## src/rtl/alu_pkg.sv

```systemverilog
// Package: alu_pkg
// Purpose: operation encodings and op-field width shared by the pipelined ALU and its segments.
package alu_pkg;

  localparam int unsigned OP_W = 3;

  localparam logic [OP_W-1:0] OP_AND = 3'b000;
  localparam logic [OP_W-1:0] OP_OR  = 3'b001;
  localparam logic [OP_W-1:0] OP_ADD = 3'b010;
  localparam logic [OP_W-1:0] OP_SLT = 3'b011;
  localparam logic [OP_W-1:0] OP_XOR = 3'b100;
  localparam logic [OP_W-1:0] OP_NOR = 3'b101;

endpackage

```

## src/rtl/alu_segment.sv

```systemverilog
// Module: alu_segment
// Purpose: combinational SEG_W-bit ALU slice; one instance per pipeline stage.
// Ports:
//   a, b      SEG_W-bit operand slices
//   cin       carry into the slice LSB
//   bnegate   invert b before use
//   op        operation code (alu_pkg)
//   res       slice result (raw sum for ADD and SLT; SLT fix-up happens at the pipe output)
//   cout      carry out of the slice MSB
//   c_msb_in  carry into the slice MSB (used for overflow in the top slice)
module alu_segment
  import alu_pkg::*;
#(
  parameter int unsigned SEG_W = 4
) (
  input  logic [SEG_W-1:0] a,
  input  logic [SEG_W-1:0] b,
  input  logic             cin,
  input  logic             bnegate,
  input  logic [OP_W-1:0]  op,
  output logic [SEG_W-1:0] res,
  output logic             cout,
  output logic             c_msb_in
);

  logic [SEG_W-1:0] w_b;
  logic [SEG_W-1:0] w_sum;
  logic [SEG_W:0]   w_add;

  assign w_b   = bnegate ? ~b : b;
  assign w_add = {1'b0, a} + {1'b0, w_b} + (SEG_W+1)'(cin);
  assign w_sum = w_add[SEG_W-1:0];
  assign cout  = w_add[SEG_W];
  // Carry into MSB recovered from the MSB sum bit: s = a ^ b ^ c
  assign c_msb_in = a[SEG_W-1] ^ w_b[SEG_W-1] ^ w_sum[SEG_W-1];

  always_comb begin
    res = '0;
    case (op)
      OP_AND:         res = a & w_b;
      OP_OR:          res = a | w_b;
      OP_ADD, OP_SLT: res = w_sum;
      OP_XOR:         res = a ^ w_b;
      OP_NOR:         res = ~(a | w_b);
      default:        res = '0;
    endcase
  end

endmodule

```

## src/rtl/alu_pipe_nbit.sv

```systemverilog
// Module: alu_pipe_nbit
// Purpose: WIDTH-bit pipelined ALU, carry chain split into SEG_W-bit stages, valid/ready on both sides.
// Ports:
//   clk, reset            clock, synchronous active-high reset
//   in_valid / in_ready   operand handshake (beat taken when both high)
//   a, b, cin, bnegate, op operand beat
//   out_valid / out_ready result handshake (beat leaves when both high)
//   result, cout, overflow, zero, negative  result beat and flags
module alu_pipe_nbit
  import alu_pkg::*;
#(
  parameter int unsigned WIDTH = 16,
  parameter int unsigned SEG_W = 4
) (
  input  logic             clk,
  input  logic             reset,
  input  logic             in_valid,
  output logic             in_ready,
  input  logic [WIDTH-1:0] a,
  input  logic [WIDTH-1:0] b,
  input  logic             cin,
  input  logic             bnegate,
  input  logic [OP_W-1:0]  op,
  output logic             out_valid,
  input  logic             out_ready,
  output logic [WIDTH-1:0] result,
  output logic             cout,
  output logic             overflow,
  output logic             zero,
  output logic             negative
);

  localparam int unsigned STAGES = WIDTH / SEG_W;
  localparam int unsigned LAST   = STAGES - 1;

  // Per-stage registers: valid, operand skew, partial result, carry
  logic [STAGES-1:0] r_v;
  logic [WIDTH-1:0]  r_a   [STAGES];
  logic [WIDTH-1:0]  r_b   [STAGES];
  logic [WIDTH-1:0]  r_res [STAGES];
  logic [OP_W-1:0]   r_op  [STAGES];
  logic [STAGES-1:0] r_c;
  logic [STAGES-1:0] r_cmsb;
  logic [STAGES-1:0] r_bneg;

  logic [STAGES-1:0] w_adv;
  logic [STAGES-1:0] w_load;
  logic [STAGES-1:0] w_up;

  logic [WIDTH-1:0]  w_a_in   [STAGES];
  logic [WIDTH-1:0]  w_b_in   [STAGES];
  logic [WIDTH-1:0]  w_res_in [STAGES];
  logic [WIDTH-1:0]  w_res_nx [STAGES];
  logic [OP_W-1:0]   w_op_in  [STAGES];
  logic [SEG_W-1:0]  w_seg_res[STAGES];
  logic [STAGES-1:0] w_cin_in;
  logic [STAGES-1:0] w_bneg_in;
  logic [STAGES-1:0] w_seg_co;
  logic [STAGES-1:0] w_seg_cmsb;

  // Handshake: advance ripples back from the output; a bubble anywhere lets everything above it move
  always_comb begin
    w_adv  = '0;
    w_load = '0;
    w_up   = '0;
    w_adv[LAST] = r_v[LAST] & out_ready;
    for (int k = int'(STAGES) - 2; k >= 0; k--) begin
      w_adv[k] = r_v[k] & (~r_v[k+1] | w_adv[k+1]);
    end
    for (int k = 0; k < int'(STAGES); k++) begin
      w_load[k] = ~r_v[k] | w_adv[k];
    end
    w_up[0] = in_valid & w_load[0];
    for (int k = 1; k < int'(STAGES); k++) begin
      w_up[k] = w_adv[k-1];
    end
  end

  assign in_ready = w_load[0];

  // Stage k sees either the input ports or stage k-1's registers, and fills in its own slice
  for (genvar k = 0; k < int'(STAGES); k++) begin : g_stage
    if (k == 0) begin : g_first
      assign w_a_in[k]    = a;
      assign w_b_in[k]    = b;
      assign w_res_in[k]  = '0;
      assign w_op_in[k]   = op;
      assign w_cin_in[k]  = cin;
      assign w_bneg_in[k] = bnegate;
    end else begin : g_next
      assign w_a_in[k]    = r_a[k-1];
      assign w_b_in[k]    = r_b[k-1];
      assign w_res_in[k]  = r_res[k-1];
      assign w_op_in[k]   = r_op[k-1];
      assign w_cin_in[k]  = r_c[k-1];
      assign w_bneg_in[k] = r_bneg[k-1];
    end

    alu_segment #(.SEG_W(SEG_W)) u_seg (
      .a        (w_a_in[k][k*SEG_W +: SEG_W]),
      .b        (w_b_in[k][k*SEG_W +: SEG_W]),
      .cin      (w_cin_in[k]),
      .bnegate  (w_bneg_in[k]),
      .op       (w_op_in[k]),
      .res      (w_seg_res[k]),
      .cout     (w_seg_co[k]),
      .c_msb_in (w_seg_cmsb[k])
    );

    assign w_res_nx[k] = (w_res_in[k] & ~(WIDTH'({SEG_W{1'b1}}) << (k*SEG_W)))
                       | (WIDTH'(w_seg_res[k]) << (k*SEG_W));
  end

  // Control and output-visible state (reset)
  always_ff @(posedge clk) begin
    if (reset) begin
      r_v    <= '0;
      r_c    <= '0;
      r_cmsb <= '0;
      for (int k = 0; k < int'(STAGES); k++) begin
        r_res[k] <= '0;
        r_op[k]  <= OP_AND;
      end
    end else begin
      for (int k = 0; k < int'(STAGES); k++) begin
        if (w_load[k]) begin
          r_v[k] <= w_up[k];
        end
        if (w_up[k]) begin
          r_res[k]  <= w_res_nx[k];
          r_op[k]   <= w_op_in[k];
          r_c[k]    <= w_seg_co[k];
          r_cmsb[k] <= w_seg_cmsb[k];
        end
      end
    end
  end

  // Operand skew registers (no reset needed)
  always_ff @(posedge clk) begin
    for (int k = 0; k < int'(STAGES); k++) begin
      if (w_up[k]) begin
        r_a[k]    <= w_a_in[k];
        r_b[k]    <= w_b_in[k];
        r_bneg[k] <= w_bneg_in[k];
      end
    end
  end

  // Output: SLT fix-up and flags from the last stage's registered full result
  logic w_ovf_raw;
  logic w_slt;
  logic w_is_add;

  assign w_ovf_raw = r_cmsb[LAST] ^ r_c[LAST];
  assign w_slt     = r_res[LAST][WIDTH-1] ^ w_ovf_raw;
  assign w_is_add  = (r_op[LAST] == OP_ADD);

  assign out_valid = r_v[LAST];
  assign result    = (r_op[LAST] == OP_SLT) ? WIDTH'(w_slt) : r_res[LAST];
  assign cout      = out_valid & w_is_add & r_c[LAST];
  assign overflow  = out_valid & w_is_add & w_ovf_raw;
  assign zero      = out_valid & (result == '0);
  assign negative  = out_valid & result[WIDTH-1];

endmodule

```

## config.mk

```make
export PLATFORM = sky130hd
export DESIGN_NAME = alu_pipe_nbit
export DESIGN_NICKNAME = d
export VERILOG_FILES = /design/src/rtl/alu_pkg.sv /design/src/rtl/alu_segment.sv /design/src/rtl/alu_pipe_nbit.sv
export SDC_FILE = /design/constraint.sdc
export NUM_CORES = 1
export LEC_CHECK = 0
export BUFFER_PORTS_ARGS = -buffer_cell sky130_fd_sc_hd__buf_2
export CORE_MARGIN = 2
export CORE_UTILIZATION = 45
export CTS_CLUSTER_DIAMETER = 100
export DETAILED_ROUTE_END_ITERATION = 10
export GPL_TIMING_DRIVEN = 0
export MAX_ROUTING_LAYER = met4
export PLACE_DENSITY = 0.63
export SLEW_MARGIN = 20
export SYNTH_ARGS = -nofsm -noshare
export SYNTH_HDL_FRONTEND = slang
export SYNTH_SLANG_ARGS = --single-unit
```

## constraint.sdc

```tcl
create_clock -name clk -period 2.38 [get_ports clk]
set_input_delay 0.119 -clock clk [delete_from_list [all_inputs] [get_ports clk]]
set_output_delay 0.119 -clock clk [all_outputs]
set_load 0.02 [all_outputs]
```

# [Word level (Yosys, flattened, before mapping)]
# Memories as Yosys holds them, arrays and structs flattened.
# Index checks and enable logic that the tools add are counted.
[totals] wordCells=143 output_inout_bits=22 in_bits=41 regBits=12 ram_bits=204 memories=4
[op_classes] n_bitwise=53 add_sub_neg=8 n_reduce_logical=9 n_mux=35 eq_ne=22
[mem_list] name="r_a" words=4 width=16 rd=3 rd_clocked_by_memory_dff=0 write_ports=4 line_no="alu_pipe_nbit.sv:38" text="logic [WIDTH-1:0] r_a [STAGES];"
[mem_list] name="r_b" words=4 width=16 rd=3 rd_clocked_by_memory_dff=0 write_ports=4 line_no="alu_pipe_nbit.sv:39" text="logic [WIDTH-1:0] r_b [STAGES];"
[mem_list] name="r_res" words=4 width=16 rd=4 rd_clocked_by_memory_dff=0 write_ports=4 line_no="alu_pipe_nbit.sv:40" text="logic [WIDTH-1:0] r_res [STAGES];"
[mem_list] name="r_op" words=4 width=3 rd=4 rd_clocked_by_memory_dff=0 write_ports=4 line_no="alu_pipe_nbit.sv:41" text="logic [OP_W-1:0] r_op [STAGES];"
[ops] cell="$mux 16" count=5
[ops] cell="$pmux 4 s5" count=4
[ops] cell="$not 4->4" count=8
[ops] cell="$eq 3x2->1 const B" count=10
[ops] cell="$eq 3x3->1 const B" count=8
[ops] cell="$add 4x4->5" count=4
[ops] cell="$add 5x1->5" count=4
[ops] cell="$mux 1" count=18
[ops] cell="$and 4x4->4" count=4
[ops] cell="$logic_not 16->1" count=1
[ops] cell="$mux 4" count=4
[ops] cell="$or 12x16->16" count=1
[ops] cell="$or 16x12->16" count=1
[ops] cell="$or 16x8->16" count=1
[ops] cell="$or 4x4->4" count=4
[ops] cell="$xor 4x4->4" count=4
[ops] cell="$eq 3x1->1 const B" count=4
[ops] cell="$logic_not 3->1" count=4
[ops] cell="$mux 3" count=4
[ops] cell="$or 1x1->1" count=12
[ops] cell="$and 1x1->1" count=10
[ops] cell="$reduce_or 2->1" count=4
[ops] cell="$not 1->1" count=4
[ops] cell="$xor 1x1->1" count=4

# [Longest topological paths before layout]
# Gate-level depths: netlist (run 1).
[depth] word_depth=13 ltp_mapped=8 mapped_depth_nobuf=8

# [By module]
# A second synthesis (run 1) with hierarchy kept.
[hier_totals] hier_cells=471 hier_area_um2=5888.1
[by_module_without_submodules] mod="alu_pipe_nbit" seq_area_each_um2=3273.1 area_per_inst_um2=4101.4 instances=1 cells_per_inst=240
[by_module_without_submodules] mod="alu_segment (g_stage[0].u_seg)" seq_area_each_um2=0.0 area_per_inst_um2=459.2 instances=1 cells_per_inst=59
[by_module_without_submodules] mod="alu_segment (g_stage[3].u_seg)" seq_area_each_um2=0.0 area_per_inst_um2=444.2 instances=1 cells_per_inst=58
[by_module_without_submodules] mod="alu_segment (g_stage[1].u_seg)" seq_area_each_um2=0.0 area_per_inst_um2=442.9 instances=1 cells_per_inst=56
[by_module_without_submodules] mod="alu_segment (g_stage[2].u_seg)" seq_area_each_um2=0.0 area_per_inst_um2=440.4 instances=1 cells_per_inst=58

# [Worst setup path before layout (run 1)]
# OpenSTA, ideal clock, no wires.
[synth_path] path_kind="register to register" start="register r_bneg[0]" end="memory r_res[1][6] (data pin)" n_path_buf=0 setup_ns=0.255 arrival_ns=2.180 period_less_slack_ns=2.435 path_stages_with_launch=9 required_time_ns=2.125 path_slack_ns=-0.055 path_cell_list="edfxtp_1 xor2_1 inv_1 fa_1 fa_1 xnor2_1 a22oi_1 o221ai_1 and3_1"
[synth_rtl] element="start, declared" line_no="alu_pipe_nbit.sv:44" text="logic [STAGES-1:0] r_bneg;"
[synth_rtl] element="start signal, assigned by index" line_no="alu_pipe_nbit.sv:145" text="r_bneg[k] <= w_bneg_in[k];"
[synth_rtl] element="end, declared" line_no="alu_pipe_nbit.sv:40"

==> results_dict.tcl, run 1 <==
set metrics [dict create \
    clockBufferDepth 2 \
    timing.clock.skew_ns 0.00930 \
    clk-insertion-delay-late_ns 0.35 \
    setup_repair_after_global_routing_missed_its_margin "yes" \
    clock-root-buffer "sky130_fd_sc_hd__clkbuf_16" \
    synth_most_common_cell "sky130_fd_sc_hd__edfxtp_1" \
    placeableCoreArea_mm2 0.0127 \
    fp.dieArea_mm2 0.0139 \
    synth.cell_area_mm2 0.00586 \
    max_incr_delay_on_cp_ns 0.44 \
    slew-limit-headroom 0.398 \
    dr.first_iter.drc_count 145 \
    outcome "completed" \
    cts_htree_levels 3 \
    layout-drive-gt1-share 0.183 \
    number_of_distinct_standard_cells_referenced_by_the_synthesized_netlist 50 \
    worst-setup-path-type "flip-flop to flip-flop" \
    clock_sinks 112 \
    yosysWarnings 0 \
    synthCells 481 \
    number_of_flops_mapped_to_enable_cells_by_yosys 103 \
    place.gp.congestion 0.836 \
    vias 3615 \
    timing.final.setup_violations 0 \
    route.detailed.wl_per_inst_um 12.6 \
    track_usage 0.149 \
    layout_worst_path_cycle_share 0.984 \
    clk_pin_slew_ns 0.08 \
    fp.dieW_um 118 \
    yosys_register_bits 112 \
    synth.top_cells.by_count "sky130_fd_sc_hd__edfxtp_1, sky130_fd_sc_hd__and2_1, sky130_fd_sc_hd__inv_1, sky130_fd_sc_hd__ha_1, sky130_fd_sc_hd__a21oi_1" \
    yosys.area.top_type_share 0.528 \
    core.rowCount 41 \
    synth_sequential_area_ratio 0.559 \
    first_pass_iters 4 \
    timing.critical_path.fanout_max 2 \
    drt-total-wl_um 9530 \
    synthTopCellsByArea "sky130_fd_sc_hd__edfxtp_1, sky130_fd_sc_hd__ha_1, sky130_fd_sc_hd__and2_1" \
    io_buffers 61 \
    grt_overflow 0 \
    hold-worst-slack_ns 0.0294 \
    layoutNonFillerInstCount 758 \
    hold_viol 0 \
    cpMostUsedCell "sky130_fd_sc_hd__fa_2" \
    async_reset_ff_frac 0 \
    ios 63 \
    antenna_found_initial 0 \
    endpoint_type_of_the_worst_setup_path "flip-flop" \
    initial_utilization 0.462 \
    flow.area_growth_from_synthesis_pct 19.7 \
    tightestPinTransition_ns 0.901 \
    yosys_top_cell_by_area "sky130_fd_sc_hd__edfxtp_1" \
    avgViaCountPerCell 4.77 \
    instance_count_after_placement_with_tap_cells_included 714 \
    chipHeight_um 118 \
    grt_pass1_wl_um 16500 \
    critPathSlowestCell "sky130_fd_sc_hd__edfxtp_1" \
    grt_max_degree 29 \
    cts_tree "built" \
    synth_flop_cell "sky130_fd_sc_hd__edfxtp_1" \
    fmax_mhz 427 \
    maxCapViolCount 0 \
    place_hpwl_um 6960 \
    vdd.ir_drop.worst_v 0.000360 \
    p_leak_nw 2.95 \
    syn_nets 562 \
    min_period_ns 2.34 \
    cp-start-kind "flip-flop" \
    timing.final.max_slew_violations 0 \
    grt_pass1_vias 3601 \
    final_antenna_net_count 0 \
    final_net_count 662 \
    cts_buffer_count 9 \
    synth.avg_cell_area_um2 12.2 \
    min-delay-path-class "input pin to flip-flop" \
    insertedDiodeCount 0 \
    drc 0 \
    required_ns 2.49 \
    crit_chain "xor2_2, inv_2, fa_2, fa_2, xnor2_1, a22oi_1, o221ai_1, and3_1" \
    cellPowerDensity_mw_per_mm2 631 \
    cp_data_arrival_time_ns 2.45 \
]
[kinds of logic after synthesis]
logic type,count (synthesis),synth area share
adder cells (fa/ha/maj),40,0.0957
multiplexers,13,0.0229
flip-flops,112,0.559
buffers and inverters,63,0.0436
AND/OR/NAND/NOR,159,0.163
AO/OA/AOI/OAI,73,0.0840
XOR/XNOR,21,0.0314
[what timing repair did]
item,4_1_cts,5_1_grt
setup endpoints to repair,4,3
endpoints found under the hold margin,24,0
buffers inserted,2,2
hold buffers,24,0
resized for setup,2,3
pin swaps,0,7
[cells in the final DEF (no fill, tap or decap), types with 3 or more instances in the layout]
master / n
sky130_fd_sc_hd__mux2_2: 3
sky130_fd_sc_hd__edfxtp_1: 103
sky130_fd_sc_hd__clkbuf_16: 9
sky130_fd_sc_hd__a21o_1: 5
sky130_fd_sc_hd__clkinv_8: 3
sky130_fd_sc_hd__nor3_1: 11
sky130_fd_sc_hd__and2_1: 52
sky130_fd_sc_hd__inv_1: 45
sky130_fd_sc_hd__fa_1: 5
sky130_fd_sc_hd__nand3_1: 4
sky130_fd_sc_hd__nand3b_1: 5
sky130_fd_sc_hd__buf_4: 7
sky130_fd_sc_hd__buf_2: 67
sky130_fd_sc_hd__a21oi_1: 23
sky130_fd_sc_hd__xnor2_1: 3
sky130_fd_sc_hd__clkbuf_1: 8
sky130_fd_sc_hd__nor3b_1: 9
sky130_fd_sc_hd__nor2b_1: 16
sky130_fd_sc_hd__nor2_1: 22
sky130_fd_sc_hd__and3_1: 4
sky130_fd_sc_hd__nand2_1: 13
sky130_fd_sc_hd__dfxtp_1: 9
sky130_fd_sc_hd__a211o_1: 10
sky130_fd_sc_hd__fa_2: 3
sky130_fd_sc_hd__o21bai_1: 3
sky130_fd_sc_hd__o21a_1: 9
sky130_fd_sc_hd__nand2b_1: 7
sky130_fd_sc_hd__o21ai_0: 7
sky130_fd_sc_hd__xor2_1: 16
sky130_fd_sc_hd__mux2i_1: 10
sky130_fd_sc_hd__dlygate4sd3_1: 24
sky130_fd_sc_hd__nor4_1: 3
sky130_fd_sc_hd__ha_1: 32
sky130_fd_sc_hd__a211oi_1: 5
[per-layer routing]
layer  routed length [um]  track usage  share of wire
met5                    0            -              0
met1                 4510        0.189           0.47
met3                  333       0.0329          0.035
met4                  122       0.0407          0.013
met2                 4560        0.242           0.48
[cell type report]
type,instances,area [um2]
plain buffers,17,82.6
clock buffers,9,225
clock inverters,7,105
fillers,1100,5660
inverters,46,173
multi-input cells,306,2360
flip-flops and latches,112,3270
well taps,172,215
repair buffers,89,576
[path summary, 6_finish.rpt]
kind | slack, ns | from | cells past startpoint | to
worst max register to register | 0.04 | r_bneg[0] | 8 | r_res[1][6]
worst min register to register | 0.42 | r_a[0][9] | 0 | r_a[1][9]
worst min-delay path | 0.03 | in_valid | 3 | r_v[0]
worst max-delay path | 0.04 | r_bneg[0] | 8 | r_res[1][6]
[critical path, delay by kind of cell (launching register included)]
family,cells,cell delay [ns]
AO/OA/AOI/OAI,2,0.30
XOR/XNOR,2,0.36
adder cells (fa/ha/maj),2,0.73
buffers and inverters,1,0.07
flip-flops,1,0.44
AND/OR/NAND/NOR,1,0.20
[where the power goes]
group / switching [mW] / total (mW) / leakage (nW) / internal, mW
Combinational: 0.289 / 0.541 / 1.67 / 0.252
Sequential: 0.0411 / 2.29 / 1.12 / 2.25
Clock: 0.735 / 1.59 / 0.158 / 0.851
[metrics by stage]
step            util  TNS [ns]  power, mW  setup slack, ns  instance area [um2]
2_1_floorplan      -         0       2.69           0.0190                 5860
5_1_grt        0.553   -0.0518       4.62          -0.0518                 7010
6_report       0.553         0       4.42           0.0384                 7010
3_3_place_gp   0.503    -0.810       2.82           -0.166                 6380
4_1_cts        0.551         0       4.45          0.00668                 6980
3_5_place_dp   0.504    -0.418       2.83           -0.189                 6390
[registers in the layout (all words and copies together) (netlist names)]
| register | count |
|---|---|
| r_a | 24 |
| r_b | 24 |
| r_bneg | 3 |
| r_c | 4 |
| r_cmsb | 1 |
| r_op | 12 |
| r_res | 40 |
| r_v | 4 |
Note: power is estimated with default switching activity, not from simulation.
==> inputs of run 2 (changes only) <==
--- a/config.mk
+++ b/config.mk
@@ -7,12 +7,12 @@
 export LEC_CHECK = 0
 export BUFFER_PORTS_ARGS = -buffer_cell sky130_fd_sc_hd__buf_2
 export CORE_MARGIN = 2
-export CORE_UTILIZATION = 45
+export CORE_UTILIZATION = 35
 export CTS_CLUSTER_DIAMETER = 100
 export DETAILED_ROUTE_END_ITERATION = 10
 export GPL_TIMING_DRIVEN = 0
 export MAX_ROUTING_LAYER = met4
-export PLACE_DENSITY = 0.63
+export PLACE_DENSITY = 0.51
 export SLEW_MARGIN = 20
 export SYNTH_ARGS = -nofsm -noshare
 export SYNTH_HDL_FRONTEND = slang
==> run 2 against run 1 <==
Global-route usage fell by 2.8 points. Clock skew down 0.0014 ns. Clock power is 8% lower. Non-clock buffer count unchanged. Register-to-register slack is essentially flat. Sequential share of layout area fell by 0.25 points. Via count decreased by 0.11%. Largest cell class unchanged.
==> results_dict.tcl, run 2 (synthesis results as in run 1) <==
set metrics [dict create \
    outcome "completed" \
    layoutNonFillerInstCount 806 \
    fp.dieArea_mm2 0.0178 \
    insertedDiodeCount 0 \
    slew-limit-headroom 0.512 \
    drt-total-wl_um 9890 \
    core.rowCount 47 \
    cellPowerDensity_mw_per_mm2 610 \
    fp.dieW_um 133 \
    hold_viol 0 \
    placeableCoreArea_mm2 0.0165 \
    timing.final.setup_violations 0 \
    clock-root-buffer "sky130_fd_sc_hd__clkbuf_16" \
    area.sequential_mm2 0.00327 \
    setup_repair_after_global_routing_missed_its_margin "yes" \
    place.gp.congestion 0.782 \
    required_ns 2.49 \
    maxCapViolCount 0 \
    ios 63 \
    layout_worst_path_cycle_share 0.986 \
    grt_overflow 0 \
    layout.filler_cells 1596 \
    grt_pass1_vias 3590 \
    instance_count_after_placement_with_tap_cells_included 763 \
    dr.first_iter.drc_count 153 \
    flow.area_growth_from_synthesis_pct 20.3 \
    largest_register_ff_count 40 \
    cts_htree_levels 3 \
    worst-setup-path-type "flip-flop to flip-flop" \
    final_net_count 662 \
    cp-start-kind "flip-flop" \
    multi_input_comb_area_mm2 0.00235 \
    place_hpwl_um 7540 \
    timing.critical_path.fanout_max 2 \
    cp_data_arrival_time_ns 2.46 \
    first_pass_iters 4 \
    power_report.internal_total_mw 3.29 \
    tightestPinTransition_ns 0.731 \
    clock_power_share 0.341 \
    dpl_worst_slack_ns -0.159 \
    avgViaCountPerCell 4.48 \
    cts_buffer_count 9 \
    power_mw 4.30 \
    swShare 0.235 \
    p_seq_frac 0.533 \
    setup_total_negative_slack_ns 0 \
    fmax_mhz 426 \
    p_leak_nw 2.94 \
    clk-insertion-delay-late_ns 0.35 \
    p_sw_mw 1.01 \
    timing.clock.skew_ns 0.00793 \
    track_usage 0.121 \
    clk_pin_slew_ns 0.07 \
    antenna_found_initial 0 \
    io_buffers 61 \
    layout_commonest_cell "sky130_fd_sc_hd__edfxtp_1" \
    route.detailed.wl_per_inst_um 12.3 \
    clock_sinks 112 \
    chipHeight_um 133 \
    cts_tree "built" \
    registers.top_by_ff_count "r_res" \
    initial_utilization 0.356 \
    min-delay-path-class "input pin to flip-flop" \
    endpoint_type_of_the_worst_setup_path "flip-flop" \
    drc 0 \
    vdd.ir_drop.worst_v 0.000342 \
    finalWorstSetupSlack_ns 0.0331 \
    final_antenna_net_count 0 \
    comb_power_share 0.125 \
    grt_max_degree 25 \
    layout.cells.most_common_list "sky130_fd_sc_hd__edfxtp_1, sky130_fd_sc_hd__buf_2, sky130_fd_sc_hd__and2_1" \
    layout-drive-gt1-share 0.176 \
    layout_top_registers "r_res x40, r_a x24, r_b x24" \
    grt_pass1_wl_um 16700 \
    min_period_ns 2.35 \
    vias 3611 \
    clockBufferDepth 2 \
    timing.final.max_slew_violations 0 \
]
## run 2: changes by cell type in the layout (fill, tap and decap cells not counted), sizes merged
cell / delta
clkbuf: +3
clkinv: -2
bufinv: -1
## run 2: final timing paths
check / slack, ns / startpoint / endpoint / cells past startpoint
worst max-delay path: 0.03 / r_bneg[0] / r_res[1][6] / 8
worst min-delay path: 0.05 / bnegate / r_bneg[0] / 1
worst max register to register: 0.03 / r_bneg[0] / r_res[1][6] / 8
worst min register to register: 0.41 / r_a[0][12] / r_a[1][12] / 0
## run 2: through the flow
stage / hold slack (ns) / instance area (um2) / utilization
2_1_floorplan: 0.218 / 5860 / -
3_3_place_gp: 0.295 / 6440 / 0.391
3_5_place_dp: 0.297 / 6470 / 0.393
4_1_cts: 0.0346 / 7030 / 0.427
5_1_grt: 0.0478 / 7040 / 0.428
6_report: 0.0452 / 7040 / 0.428
## run 2: power groups by stage
stage / Combinational [mW] / Clock (mW) / Sequential, mW
finish: 0.538 / 1.47 / 2.29
global route: 0.613 / 1.59 / 2.30
CTS: 0.543 / 1.53 / 2.29
detailed placement: 0.505 / 0 / 2.34
global placement: 0.492 / 0 / 2.34
floorplan: 0.364 / 0 / 2.32
## run 2: cell type report
type,instances,share of cell area
Clock buffer,12,0.0366
Tap cell,220,0.0391
Sequential cell,112,0.465
Clock inverter,4,0.00533
Timing Repair Buffer,89,0.0845
Multi-Input combinational cell,306,0.334
Buffer,17,0.0117
Inverter,46,0.0245
## run 2: layer usage
layer / vias up / wire, um / track usage
met5: - / 0 / -
met4: 0 / 142 / 0.0426
met3: 9 / 353 / 0.0278
met2: 60 / 4530 / 0.192
met1: 1662 / 4860 / 0.154
li1: 1880 / - / -
## run 2: what timing repair did
item | in CTS | in global routing
buffers inserted | 2 | 1
hold buffers | 24 | 0
setup endpoints to repair | 5 | 4
pin swaps | 0 | 6
gates resized for setup | 1 | 2
hold endpoints to repair | 24 | 0
## run 2: critical path: stages (launching register included)
cell and delay [ns]:
sky130_fd_sc_hd__edfxtp_1 0.41, sky130_fd_sc_hd__xor2_1 0.22, sky130_fd_sc_hd__inv_1 0.11, sky130_fd_sc_hd__fa_2 0.38, sky130_fd_sc_hd__fa_2 0.36, sky130_fd_sc_hd__xnor2_1 0.15, sky130_fd_sc_hd__a22oi_1 0.17, sky130_fd_sc_hd__o221ai_1 0.14
sky130_fd_sc_hd__and3_1 0.18
==> inputs of run 3 (changes only) <==
--- a/config.mk
+++ b/config.mk
@@ -10,7 +10,7 @@
 export CORE_UTILIZATION = 35
 export CTS_CLUSTER_DIAMETER = 100
 export DETAILED_ROUTE_END_ITERATION = 10
-export GPL_TIMING_DRIVEN = 0
+export GPL_TIMING_DRIVEN = 1
 export MAX_ROUTING_LAYER = met4
 export PLACE_DENSITY = 0.51
 export SLEW_MARGIN = 20
==> run 3 against run 2 <==
Fmax up 3.3%. Largest power group unchanged. Non-clock buffer count down 12. Clock skew up 0.00080 ns. Power up 2.6%. Critical endpoint is now r_res[3][14]. Register-to-register slack better by 0.07 ns. Clock power up 8%.
==> results_dict.tcl, run 3 (synthesis results as in run 1) <==
set metrics [dict create \
    endpoint_type_of_the_worst_setup_path "flip-flop" \
    grt_pass1_wl_um 17300 \
    fmax_mhz 440 \
    track_usage 0.125 \
    flow.area_growth_from_synthesis_pct 19.3 \
    layout-drive-gt1-share 0.169 \
    vias 3563 \
    grt_overflow 0 \
    required_ns 2.49 \
    vdd.ir_drop.worst_v 0.000295 \
    fp.dieW_um 133 \
    timing.final.setup_violations 0 \
    cts_tree "built" \
    initial_utilization 0.356 \
    critPathSlowestCell "sky130_fd_sc_hd__fa_1" \
    io_buffers 62 \
    final_net_count 650 \
    cp_data_arrival_time_ns 2.38 \
    clockBufferDepth 2 \
    layout_top_registers "r_res x40, r_a x24, r_b x24" \
    chipHeight_um 133 \
    fp.dieArea_mm2 0.0178 \
    p_leak_nw 2.91 \
    grt_max_degree 28 \
    clock_sinks 112 \
    worst-setup-path-type "flip-flop to flip-flop" \
    clk_pin_slew_ns 0.07 \
    placeableCoreArea_mm2 0.0165 \
    layout_commonest_cell "sky130_fd_sc_hd__edfxtp_1" \
    layout.cells.most_common_list "sky130_fd_sc_hd__edfxtp_1, sky130_fd_sc_hd__buf_2, sky130_fd_sc_hd__and2_1" \
    dr.first_iter.drc_count 153 \
    drt-total-wl_um 9950 \
    cellPowerDensity_mw_per_mm2 632 \
    power_mw 4.41 \
    largest_register_ff_count 40 \
    registers.top_by_ff_count "r_res" \
    final_antenna_net_count 0 \
    cp-start-kind "flip-flop" \
    drc 0 \
    instance_count_after_placement_with_tap_cells_included 753 \
    place.gp.congestion 0.756 \
    min-delay-path-class "input pin to flip-flop" \
    layout_worst_path_cycle_share 0.955 \
    cts_htree_levels 3 \
    maxCapViolCount 0 \
    core.rowCount 47 \
    min_period_ns 2.27 \
    clock-root-buffer "sky130_fd_sc_hd__clkbuf_16" \
    avgViaCountPerCell 4.49 \
    crit_chain "xor2_1, fa_1, fa_1, xor2_1, nand2_1, a21oi_1, o21a_1" \
    cts_buffer_count 9 \
    timing.final.max_slew_violations 0 \
    layoutNonFillerInstCount 794 \
    slew-limit-headroom 0.501 \
    tightestPinTransition_ns 0.748 \
    timing.critical_path.fanout_max 3 \
    insertedDiodeCount 0 \
    grt_pass1_vias 3666 \
    clk-insertion-delay-late_ns 0.35 \
    ios 63 \
    timing.clock.skew_ns 0.00872 \
    antenna_found_initial 0 \
    outcome "completed" \
    setup_repair_after_global_routing_missed_its_margin "no" \
    place_hpwl_um 7390 \
    max_incr_delay_on_cp_ns 0.49 \
    first_pass_iters 4 \
    route.detailed.wl_per_inst_um 12.5 \
    hold_viol 0 \
]
==> run 3: changes by cell type in the layout (fill, tap and decap cells not counted), moves of 2 or more <==
cell	before	now
sky130_fd_sc_hd__buf_4	6	8
sky130_fd_sc_hd__clkbuf_1	10	0
sky130_fd_sc_hd__buf_2	67	62
sky130_fd_sc_hd__bufinv_16	0	2
sky130_fd_sc_hd__clkinv_1	0	2
==> run 3: layer usage <==
layer	vias to the layer above	GRT usage	wire length, um
li1	1862	-	-
met1	1634	0.159	4840
met2	59	0.198	4620
met3	8	0.0304	390
met4	0	0.0390	100
met5	-	-	0
==> run 3: worst paths after layout <==
check                                 from            to  slack (ns)  cells after the start
worst max-delay path             r_bneg[2]  r_res[3][14]        0.11                      7
worst min-delay path              in_valid        r_v[0]        0.01                      3
worst max register to register   r_bneg[2]  r_res[3][14]        0.11                      7
worst min register to register  r_b[0][14]    r_b[1][14]        0.42                      0
==> run 3: worst max-delay path: cells and delay by family, from the launching register on <==
family                   cells  cell delay (ns)
AND/OR/NAND/NOR              1             0.07
AO/OA/AOI/OAI                2             0.24
adder cells (fa/ha/maj)      2             0.93
flip-flops                   1             0.40
XOR/XNOR                     2             0.39
==> run 3: timing repair <==
action,in CTS,in global routing
buffers inserted,0,1
endpoints found under the hold margin,24,0
hold buffers,24,0
pin swaps,1,3
gates resized for setup,1,0
endpoints found under the setup margin,1,1
==> run 3: report_power, final <==
| part | switching (mW) | leakage (nW) | internal (mW) |
|---|---|---|---|
| Combinational | 0.261 | 1.63 | 0.243 |
| Sequential | 0.0614 | 1.12 | 2.25 |
| Clock | 0.670 | 0.155 | 0.923 |
| Total | 0.993 | 2.91 | 3.42 |
==> run 3: layout make-up <==
cell class | count | area, um2
Clock inverter | 7 | 93.8
Tap cell | 220 | 275
Clock buffer | 9 | 225
Timing Repair Buffer | 94 | 611
Multi-Input combinational cell | 306 | 2330
Inverter | 46 | 173
Fill cell | 1610 | 9480
Sequential cell | 112 | 3270
==> run 3: metrics by stage <==
step           TNS (ns)  setup slack [ns]  hold WS (ns)   util  instance area (um2)
6_report              0             0.108        0.0128  0.424                 6980
3_3_place_gp          0            0.0256         0.296  0.390                 6410
2_1_floorplan         0            0.0190         0.218      -                 5860
4_1_cts               0            0.0299       0.00174  0.424                 6980
5_1_grt               0           0.00661        0.0330  0.424                 6980
3_5_place_dp   -0.00600          -0.00600         0.297  0.390                 6410
